File: src/rtl/pc_unit.sv
// Program-counter unit: forms the fetch address, applies branch/jump redirects
// from execute, runs the imem request/ready handshake and traps on misaligned targets.
module pc_unit #(
  parameter logic [31:0] RESET_VECTOR = 32'h0000_0000,
  parameter int          COUNT_WIDTH  = 16
) (
  input  logic                   PCU_CLOCK_50,
  input  logic                   PCU_RESET_InHigh,
  input  logic                   PCU_branch_taken,
  input  logic                   PCU_jal,
  input  logic                   PCU_jalr,
  input  logic [31:0]            PCU_ex_pc_InBUS,
  input  logic [31:0]            PCU_imm_InBUS,
  input  logic [31:0]            PCU_rs1_data_InBUS,
  input  logic                   PCU_stall,
  input  logic                   PCU_imem_ready,
  output logic                   PCU_imem_req,
  output logic [31:0]            PCU_pc_OutBUS,
  output logic                   PCU_flush,
  output logic                   PCU_misaligned,
  output logic [COUNT_WIDTH-1:0] PCU_redirect_cnt_OutBUS
);

  typedef enum logic [1:0] {
    IDLE  = 2'd0,
    FETCH = 2'd1,
    TRAP  = 2'd2
  } state_t;

  state_t      state;
  state_t      state_next;

  logic [31:0] jalr_target;
  logic [31:0] rel_target;
  logic [31:0] target;
  logic        redirect;
  logic        target_aligned;
  logic        take_redirect;
  logic        bad_redirect;
  logic        fetch_accept;

  // JALR clears bit 0 of its sum; JAL and branches share the pc-relative adder.
  always_comb begin
    jalr_target    = (PCU_rs1_data_InBUS + PCU_imm_InBUS) & 32'hFFFF_FFFE;
    rel_target     = PCU_ex_pc_InBUS + PCU_imm_InBUS;
    target         = PCU_jalr ? jalr_target : rel_target;
    target_aligned = (target[1:0] == 2'b00);
    redirect       = (state == FETCH) & (PCU_jalr | PCU_jal | PCU_branch_taken);
    take_redirect  = redirect & target_aligned;
    bad_redirect   = redirect & ~target_aligned;
    fetch_accept   = PCU_imem_req & PCU_imem_ready;
  end

  always_ff @(posedge PCU_CLOCK_50 or posedge PCU_RESET_InHigh) begin
    if (PCU_RESET_InHigh) begin
      state <= IDLE;
    end else begin
      state <= state_next;
    end
  end

  always_comb begin
    state_next = state;
    case (state)
      IDLE:    state_next = FETCH;
      FETCH:   if (bad_redirect) state_next = TRAP;
      TRAP:    state_next = TRAP;
      default: state_next = IDLE;
    endcase
  end

  always_comb begin
    PCU_imem_req = (state == FETCH) & ~PCU_stall;
    PCU_flush    = take_redirect;
  end

  // A redirect overrides stall and any accepted fetch; a misaligned one freezes the PC.
  always_ff @(posedge PCU_CLOCK_50 or posedge PCU_RESET_InHigh) begin
    if (PCU_RESET_InHigh) begin
      PCU_pc_OutBUS           <= RESET_VECTOR;
      PCU_misaligned          <= 1'b0;
      PCU_redirect_cnt_OutBUS <= '0;
    end else if (take_redirect) begin
      PCU_pc_OutBUS           <= target;
      PCU_redirect_cnt_OutBUS <= PCU_redirect_cnt_OutBUS + COUNT_WIDTH'(1);
    end else if (bad_redirect) begin
      PCU_misaligned <= 1'b1;
    end else if (fetch_accept) begin
      PCU_pc_OutBUS <= PCU_pc_OutBUS + 32'd4;
    end
  end

endmodule

File: config.mk
export PLATFORM = sky130hd
export DESIGN_NAME = pc_unit
export DESIGN_NICKNAME = d
export VERILOG_FILES = /design/src/rtl/pc_unit.sv
export SDC_FILE = /design/constraint.sdc
export NUM_CORES = 1
export LEC_CHECK = 0
export CAP_MARGIN = 20
export CORE_MARGIN = 5
export CORE_UTILIZATION = 51
export CTS_CLUSTER_SIZE = 25
export DETAILED_ROUTE_END_ITERATION = 12
export GPL_TIMING_DRIVEN = 0
export HOLD_SLACK_MARGIN = 0.02
export PLACE_DENSITY = 0.83
export SETUP_SLACK_MARGIN = 0.3
export SYNTH_ARGS = -nofsm -noshare
export SYNTH_HDL_FRONTEND = slang
export SYNTH_SLANG_ARGS = --single-unit
export TNS_END_PERCENT = 20
File: constraint.sdc
create_clock -name PCU_CLOCK_50 -period 3.15 [get_ports PCU_CLOCK_50]
set_input_delay 0.63 -clock PCU_CLOCK_50 [delete_from_list [all_inputs] [get_ports PCU_CLOCK_50]]
set_output_delay 0.63 -clock PCU_CLOCK_50 [all_outputs]
set_load 0.01 [all_outputs]
==> results.md, run 1 <==
- Leakage power: just over 4 nW
- Commonest non-fill, non-tap cell in the layout: clkdlybuf4s50_1
- Final #Nets: between 1000 and 1500
- Cell count after synthesis: between 700 and 800
- Clock Latency Late Sink: 0.30 ns
- Max Root-Sink Buffers: 2
- Final Max Slew Viols: 0
- Number of diodes: 0
- Post-cts hold buffer count: 0
- Synth unique cells: 73
- Die area: 14200 um2
- Reg-to-reg critical path startpoint: state[1]
- First-pass GRT wire length: between 30000 and 40000 um
- DP Worst Slack: -1.25 ns
- Number of max-cap violations: 0
- Synth top area cells: dfrtp_1, ha_1, xnor2_1
- Ys Warns: 0
- Initial antenna violation count: 0
- CP max FO: 3
- Root Driver: clkbuf_16
- 1st-iter DRT viols: 881
- Clock Skew: 0.00463 ns
- Post-DP HPWL: approximately 15000 um
- Sw Share: 0.430
- DRC: 0
- Outcome: finished, final reports clean
- Headroom to the max-slew limit: 0.492
- Routed WL: 23600 um
- Die Y: between 100 and 150 um
- Worst EP arrival: 3.13 ns
- Power density over the cells: ~450 nW/um2
- Final worst slack: slightly below 0.2 ns
- Net Sw Power: around 0.0018 W
- Core area: about 12000 um2
- Setup crit start kind: input pin
- Met2 usage in global routing: 0.485
- Vias in the first global route: ~6700
- Post-synth EDFFs: 0
- Top cell type's share of synthesized area: 0.210
- Top_reg_cell synth: dfrtp_1
- Synthesized area: roughly 6000 um2
- Share of synthesized registers carrying an async set or reset: 1.00
- Final Hold Fails: 0
- Unrepaired setup endpoints after global routing: yes
- Final Cell Area: around 9400 um2
- Worst r2r dst: PCU_pc_OutBUS[30]
- Initial Util: 0.513
- Clock Pin Slew Worst Setup and Hold Paths: roughly 0.070 ns
- GR Overflow Total: 0
- Internal: 0.00244 W
- Placed cell areas: 7840 um2
- Share of cells above drive strength 1: 0.234
- DR vias/cell: about 6.5
- CP Capture Type: flop
- Met1 track demand over resource: 0.365
- Worst slew pin tran: 0.762 ns
- Largest net degree at the start of global routing: 40
- R2R setup slack: roughly 0.50 ns
- Hold Path Depth: 1
- FP Rows: 40
- Peak-usage layer in the global routing report: met2
- Comb power frac: 0.594
- WP data required: between 3 and 4 ns
- Fmax: between 0.3 and 0.4 GHz
- I/O Pins: between 150 and 200
- Routability cong.: about 1
- Flop pwr share: 0.274
- Area delta synth->final: 55.2%
- Hold crit path type: reg2reg
- Avg WL per Cell: 21.0 um
- Setup violations, final: 0
- Yosys top cell by area: dfrtp_1
- Net count after synthesis: around 940
- Clock share of power: 0.132
- Pre-antenna DRT Iters: 5
- Global-route usage over all layers: 0.285
- Via Count: 7293
- Crit path from: PCU_imm_InBUS[1]
- Clock sinks: 51
- Met3 usage: 0.0465
- Post-DRT Antenna Nets: 0
- Worst setup path end: PCU_pc_OutBUS[31]
- Worst r2r path cells: 11
- Mean Syn Cell Area: a little under 8 um2
- PortBufs: roughly 150
- Most frequent cells in the layout: clkdlybuf4s50_1, nand2_1, a21oi_1
- Final worst path period need: about 3 ns
- Die W: ~120 um
- Sequential-to-total area share from yosys stat: 0.210
- Synth Register Bits: ~50
- Part of the cycle the worst path needs: 0.939
- CTS buffer count: 5
- CTS tree: done
- CTS H-tree depth: 2
- Peak supply drop: ~280 uV
- Worst Setup Path Type: in2reg
[cell usage after synthesis (3+ instances only)]
library cell and n:
a21o_1 34, nand2b_1 6, nor4_1 3, o22ai_1 4
nor3_1 18, a211o_1 4, nor2_1 48, o21ai_1 3
or3_1 5, a21oi_1 72, nor2b_1 12, o2111ai_1 3
o21bai_1 7, and3_1 19, xnor2_1 48, inv_1 28
nand3_1 26, nand2_1 75, and2_1 11, a221oi_1 3
nand4_1 20, and4_1 7, dfrtp_1 51, a311oi_1 3
clkbuf_1 16, xor2_1 28, a221o_1 3, mux2i_1 9
o21ai_0 46, o211ai_1 8, a211oi_1 20, buf_1 3
ha_1 65, a31oi_1 12
[layout make-up]
cell class              instances  area [um2]
multi-input cells             663        5640
fillers                       714        2420
repair buffers                205        1920
flip-flops and latches         51        1280
well taps                     147         184
plain buffers                  23         164
clock buffers                   5         125
inverters                      28         105
clock inverters                 3        23.8
[logic make-up (layout without fill, tap and decap cells)]
group | after synthesis | in the layout | synth area share
adders and majority gates | 67 | 67 | 0.140
muxes | 9 | 9 | 0.0148
DFF | 51 | 51 | 0.210
AOI/OAI and AO/OA | 245 | 245 | 0.264
buffers and inverters | 51 | 264 | 0.0343
and+or+nand+nor | 265 | 265 | 0.225
xor gates and xnor gates | 77 | 77 | 0.112
[power by group through the flow]
stage | logic (W) | clock network, W | registers, W
floorplan | 0.00110 | 0 | 0.00120
global placement | 0.00201 | 0 | 0.00115
detailed placement | 0.00205 | 0 | 0.00116
CTS | 0.00228 | 0.000557 | 0.00115
global route | 0.00270 | 0.000593 | 0.00120
finish | 0.00254 | 0.000566 | 0.00117
[worst min path at each step]
stage,endpoint,slack (ns),start
2_1_floorplan,PCU_misaligned,0.49,PCU_misaligned
3_3_place_gp,PCU_misaligned,0.45,PCU_misaligned
3_5_place_dp,PCU_misaligned,0.47,PCU_misaligned
4_1_cts,PCU_redirect_cnt_OutBUS[15],0.48,PCU_redirect_cnt_OutBUS[15]
5_1_grt,PCU_pc_OutBUS[0],0.51,PCU_pc_OutBUS[0]
6_report,PCU_redirect_cnt_OutBUS[15],0.47,PCU_redirect_cnt_OutBUS[15]
[sequential cells by signal, summed over array words and instances (netlist names)]
signal / flops
PCU_misaligned: 1
PCU_pc_OutBUS: 32
PCU_redirect_cnt_OutBUS: 16
state: 2
[metrics by stage]
stage / setup TNS, ns / std cells / power, W / util / hold WS (ns)
2_1_floorplan: 0 / 765 / 0.00229 / - / 0.493
3_3_place_gp: -15.30 / 1065 / 0.00316 / 0.659 / 0.450
3_5_place_dp: -16.38 / 1066 / 0.00321 / 0.661 / 0.466
4_1_cts: 0 / 1104 / 0.00400 / 0.754 / 0.476
5_1_grt: 0 / 1125 / 0.00449 / 0.796 / 0.505
6_report: 0 / 1125 / 0.00428 / 0.796 / 0.470
[layer usage]
| metal | share of wire | vias up |
|---|---|---|
| met5 | 0 | - |
| met4 | 0.050 | 0 |
| met3 | 0.092 | 131 |
| met2 | 0.47 | 519 |
| met1 | 0.38 | 3377 |
| li1 | - | 3266 |
[critical path, cell delays in order]
cell	delay, ns
buf_12	0.11
ha_4	0.27
a21oi_4	0.06
nand4b_1	0.30
a211oi_2	0.31
buf_4	0.17
o21ai_4	0.08
a2111oi_4	0.42
or4b_4	0.23
nand3_4	0.09
a2111oi_4	0.37
nor2_1	0.09
[what timing repair did]
action	4_1_cts	5_1_grt
gates resized for setup	181	147
endpoints found under the setup margin	48	37
setup buffers	30	21
pin swaps	63	88
No activity file was read; power rests on OpenSTA's default activity.
==> inputs of run 2 (changes only) <==
--- a/config.mk
+++ b/config.mk
@@ -7,12 +7,12 @@
 export LEC_CHECK = 0
 export CAP_MARGIN = 20
 export CORE_MARGIN = 5
-export CORE_UTILIZATION = 51
+export CORE_UTILIZATION = 40
 export CTS_CLUSTER_SIZE = 25
 export DETAILED_ROUTE_END_ITERATION = 12
 export GPL_TIMING_DRIVEN = 0
 export HOLD_SLACK_MARGIN = 0.02
-export PLACE_DENSITY = 0.83
+export PLACE_DENSITY = 0.67
 export SETUP_SLACK_MARGIN = 0.3
 export SYNTH_ARGS = -nofsm -noshare
 export SYNTH_HDL_FRONTEND = slang
==> run 2 against run 1 <==
Clock skew up 0.0024 ns. Core utilization down 17 points. Total power down 1.4%. Hold slack worse by 0.0047 ns. Fmax down 0.52%. Die area up 25%. Largest cell class unchanged. Highest routed layer unchanged.
==> results.md, run 2 (synthesized netlist as in run 1, its figures left out) <==
- Outcome: finished, final reports clean
- Filler cells: 1291 (+81%)
- Headroom to the max-slew limit: 0.485 (-0.00742)
- Post-DP HPWL: 15600 um (+5.6%)
- Worst slew pin tran: 0.773 ns (+0.0111 ns)
- I/O Pins: 154 (unchanged)
- DRC: 0 (unchanged)
- Final Max Slew Viols: 0 (unchanged)
- Clock sinks: 51 (unchanged)
- Clock Pin Slew Worst Setup and Hold Paths: 0.07 ns (about the same)
- Number of diodes: 0 (unchanged)
- WP data required: 2.52 ns (-0.81 ns)
- CP Capture Type: output pin
- PortBufs: 153 (unchanged)
- R2R setup slack: 0.46 ns (-0.04 ns)
- Worst Setup Path Type: in2out
- FP Rows: 45 (+13%)
- GR Overflow Total: 0 (unchanged)
- Final #Nets: 1148 (+0.087%)
- Commonest non-fill, non-tap cell in the layout: clkdlybuf4s50_1
- Setup crit start kind: input pin
- Pre-antenna DRT Iters: 8 (+3)
- Die W: 133 um (+12%)
- Avg WL per Cell: 18.3 um (-13%)
- Reg-to-reg critical path startpoint: state[1]
- Number of max-cap violations: 0 (unchanged)
- Crit path from: PCU_imm_InBUS[0]
- CTS buffer count: 5 (unchanged)
- Worst EP arrival: 2.34 ns (-0.79 ns)
- Hold path start: PCU_misaligned
- Leakage power: 4.01 nW (-2.1%)
- Routability cong.: 0.874 (-12%)
- Root Driver: clkbuf_16
- Util after Layout: 0.629 (-0.168)
- Global-route usage over all layers: 0.222 (-0.0632)
- Die area: 17800 um2 (+25%)
- CTS H-tree depth: 2 (unchanged)
- Largest regs: PCU_pc_OutBUS x32, PCU_redirect_cnt_OutBUS x16, state x2
- Clock Latency Late Sink: 0.29 ns (about the same)
- DR vias/cell: 5.71 (-12%)
- Setup violations, final: 0 (unchanged)
- DP Worst Slack: -1.29 ns (-0.0468 ns)
- First-pass GRT wire length: 32800 um (-2.1%)
- Worst r2r path cells: 12 (+1)
- Via Count: 6664 (-8.6%)
- Hold crit path type: reg2reg
- Initial Util: 0.403 (-0.110)
- Most flops, register: PCU_pc_OutBUS
- Peak supply drop: 270 uV (-2.5%)
- Final Hold Fails: 0 (unchanged)
- Routed WL: 21400 um (-9.4%)
- Largest register FFs: 32 (unchanged)
- Total power draw: 0.00422 W (-1.4%)
- Placed cell areas: 7890 um2 (+0.65%)
- CP max FO: 2 (-1)
- Clock Skew: 0.00699 ns (+0.00236 ns)
- Largest net degree at the start of global routing: 38 (-5.0%)
- Worst Hold Path EP: PCU_misaligned
- Fmax: 0.336 GHz (-0.52%)
- Unrepaired setup endpoints after global routing: yes
- Power density over the cells: 445 nW/um2 (-1.9%)
- Final worst slack: 0.177 ns (-0.0155 ns)
- Most frequent cells in the layout: clkdlybuf4s50_1, nand2_1, a21oi_1
- Core area: 15100 um2 (+27%)
- Final worst path period need: 2.97 ns (+0.0155 ns)
- Vias in the first global route: 6440 (-3.6%)
- Part of the cycle the worst path needs: 0.944 (+0.00491)
- CTS tree: done
- Hold Path Depth: 1 (unchanged)
- Initial antenna violation count: 0 (unchanged)
- Post-DRT Antenna Nets: 0 (unchanged)
- Max Root-Sink Buffers: 2 (unchanged)
- Share of cells above drive strength 1: 0.225 (-0.00943)
- Area delta synth->final: 55.9%
- Worst r2r dst: PCU_pc_OutBUS[28]
- Die Y: 133 um (+12%)
- Final Cell Area: 9490 um2 (+0.44%)
- 1st-iter DRT viols: 441 (-50%)
- Post-cts hold buffer count: 0 (unchanged)
run 2: changes by cell type in the layout (fill, tap and decap cells not counted), sizes merged:
cell           before  now
clkbuf             36   33
clkdlybuf4s15       1    6
inv                29   28
dlygate4sd2        12   18
dlymetal6s2s       24   14
clkinvlp            2    1
clkdlybuf4s50      93   98
run 2: metal layers:
metal | share of wire | track usage
met5 | 0 | 0
met4 | 0.019 | 0.0406
met3 | 0.063 | 0.0336
met2 | 0.48 | 0.381
met1 | 0.44 | 0.299
run 2: area by class of cell:
class                           count  area (um2)  share of cell area
Buffer                             23         163              0.0171
Inverter                           28         105              0.0111
Sequential cell                    51        1280               0.135
Tap cell                          188         235              0.0248
Timing Repair Buffer              206        1910               0.202
Clock inverter                      1        7.51            0.000791
Clock buffer                        7         153              0.0161
Multi-Input combinational cell    663        5630               0.594
run 2: critical path: stages:
cell and delay [ns]:
buf_8 0.10, buf_6 0.10, and2_4 0.13, fa_2 0.55, nor2_4 0.05, o21ai_2 0.19
inv_2 0.07, buf_6 0.13, clkbuf_16 0.14, clkbuf_16 0.14, buf_6 0.11
run 2: how the worst max path moves through the flow:
stage,endpoint,slack [ns],depth (start not counted)
detailed placement,PCU_flush,-1.29,10
finish,PCU_flush,0.18,11
floorplan,PCU_pc_OutBUS[28],0.26,11
global placement,PCU_flush,-1.29,10
global route,PCU_pc_OutBUS[31],0.11,11
CTS,PCU_pc_OutBUS[21],0.15,12
run 2: repair_timing:
action,CTS,global route
setup buffers,30,22
pin swaps,61,78
hold endpoints to repair,0,0
endpoints found under the setup margin,48,29
gates resized for setup,183,121
run 2: per-stage QoR:
stage / hold WS [ns] / std cells / setup TNS [ns]
4_1_cts: 0.466 / 1145 / 0
6_report: 0.465 / 1167 / 0
3_5_place_dp: 0.450 / 1107 / -18.93
3_3_place_gp: 0.457 / 1106 / -18.72
5_1_grt: 0.481 / 1167 / 0
2_1_floorplan: 0.493 / 765 / 0
run 2: report_power, final:
group | total (W) | switching (W) | internal [W]
Sequential | 0.00116 | 0.000291 | 0.000873
Clock | 0.000573 | 0.000235 | 0.000338
Combinational | 0.00248 | 0.00121 | 0.00127
==> inputs of run 3 (changes only) <==
--- a/config.mk
+++ b/config.mk
@@ -8,7 +8,6 @@
 export CAP_MARGIN = 20
 export CORE_MARGIN = 5
 export CORE_UTILIZATION = 40
-export CTS_CLUSTER_SIZE = 25
 export DETAILED_ROUTE_END_ITERATION = 12
 export GPL_TIMING_DRIVEN = 0
 export HOLD_SLACK_MARGIN = 0.02
==> results of run 3 <==
No change in the layout: final DEF, timing and power equal those of run 2.
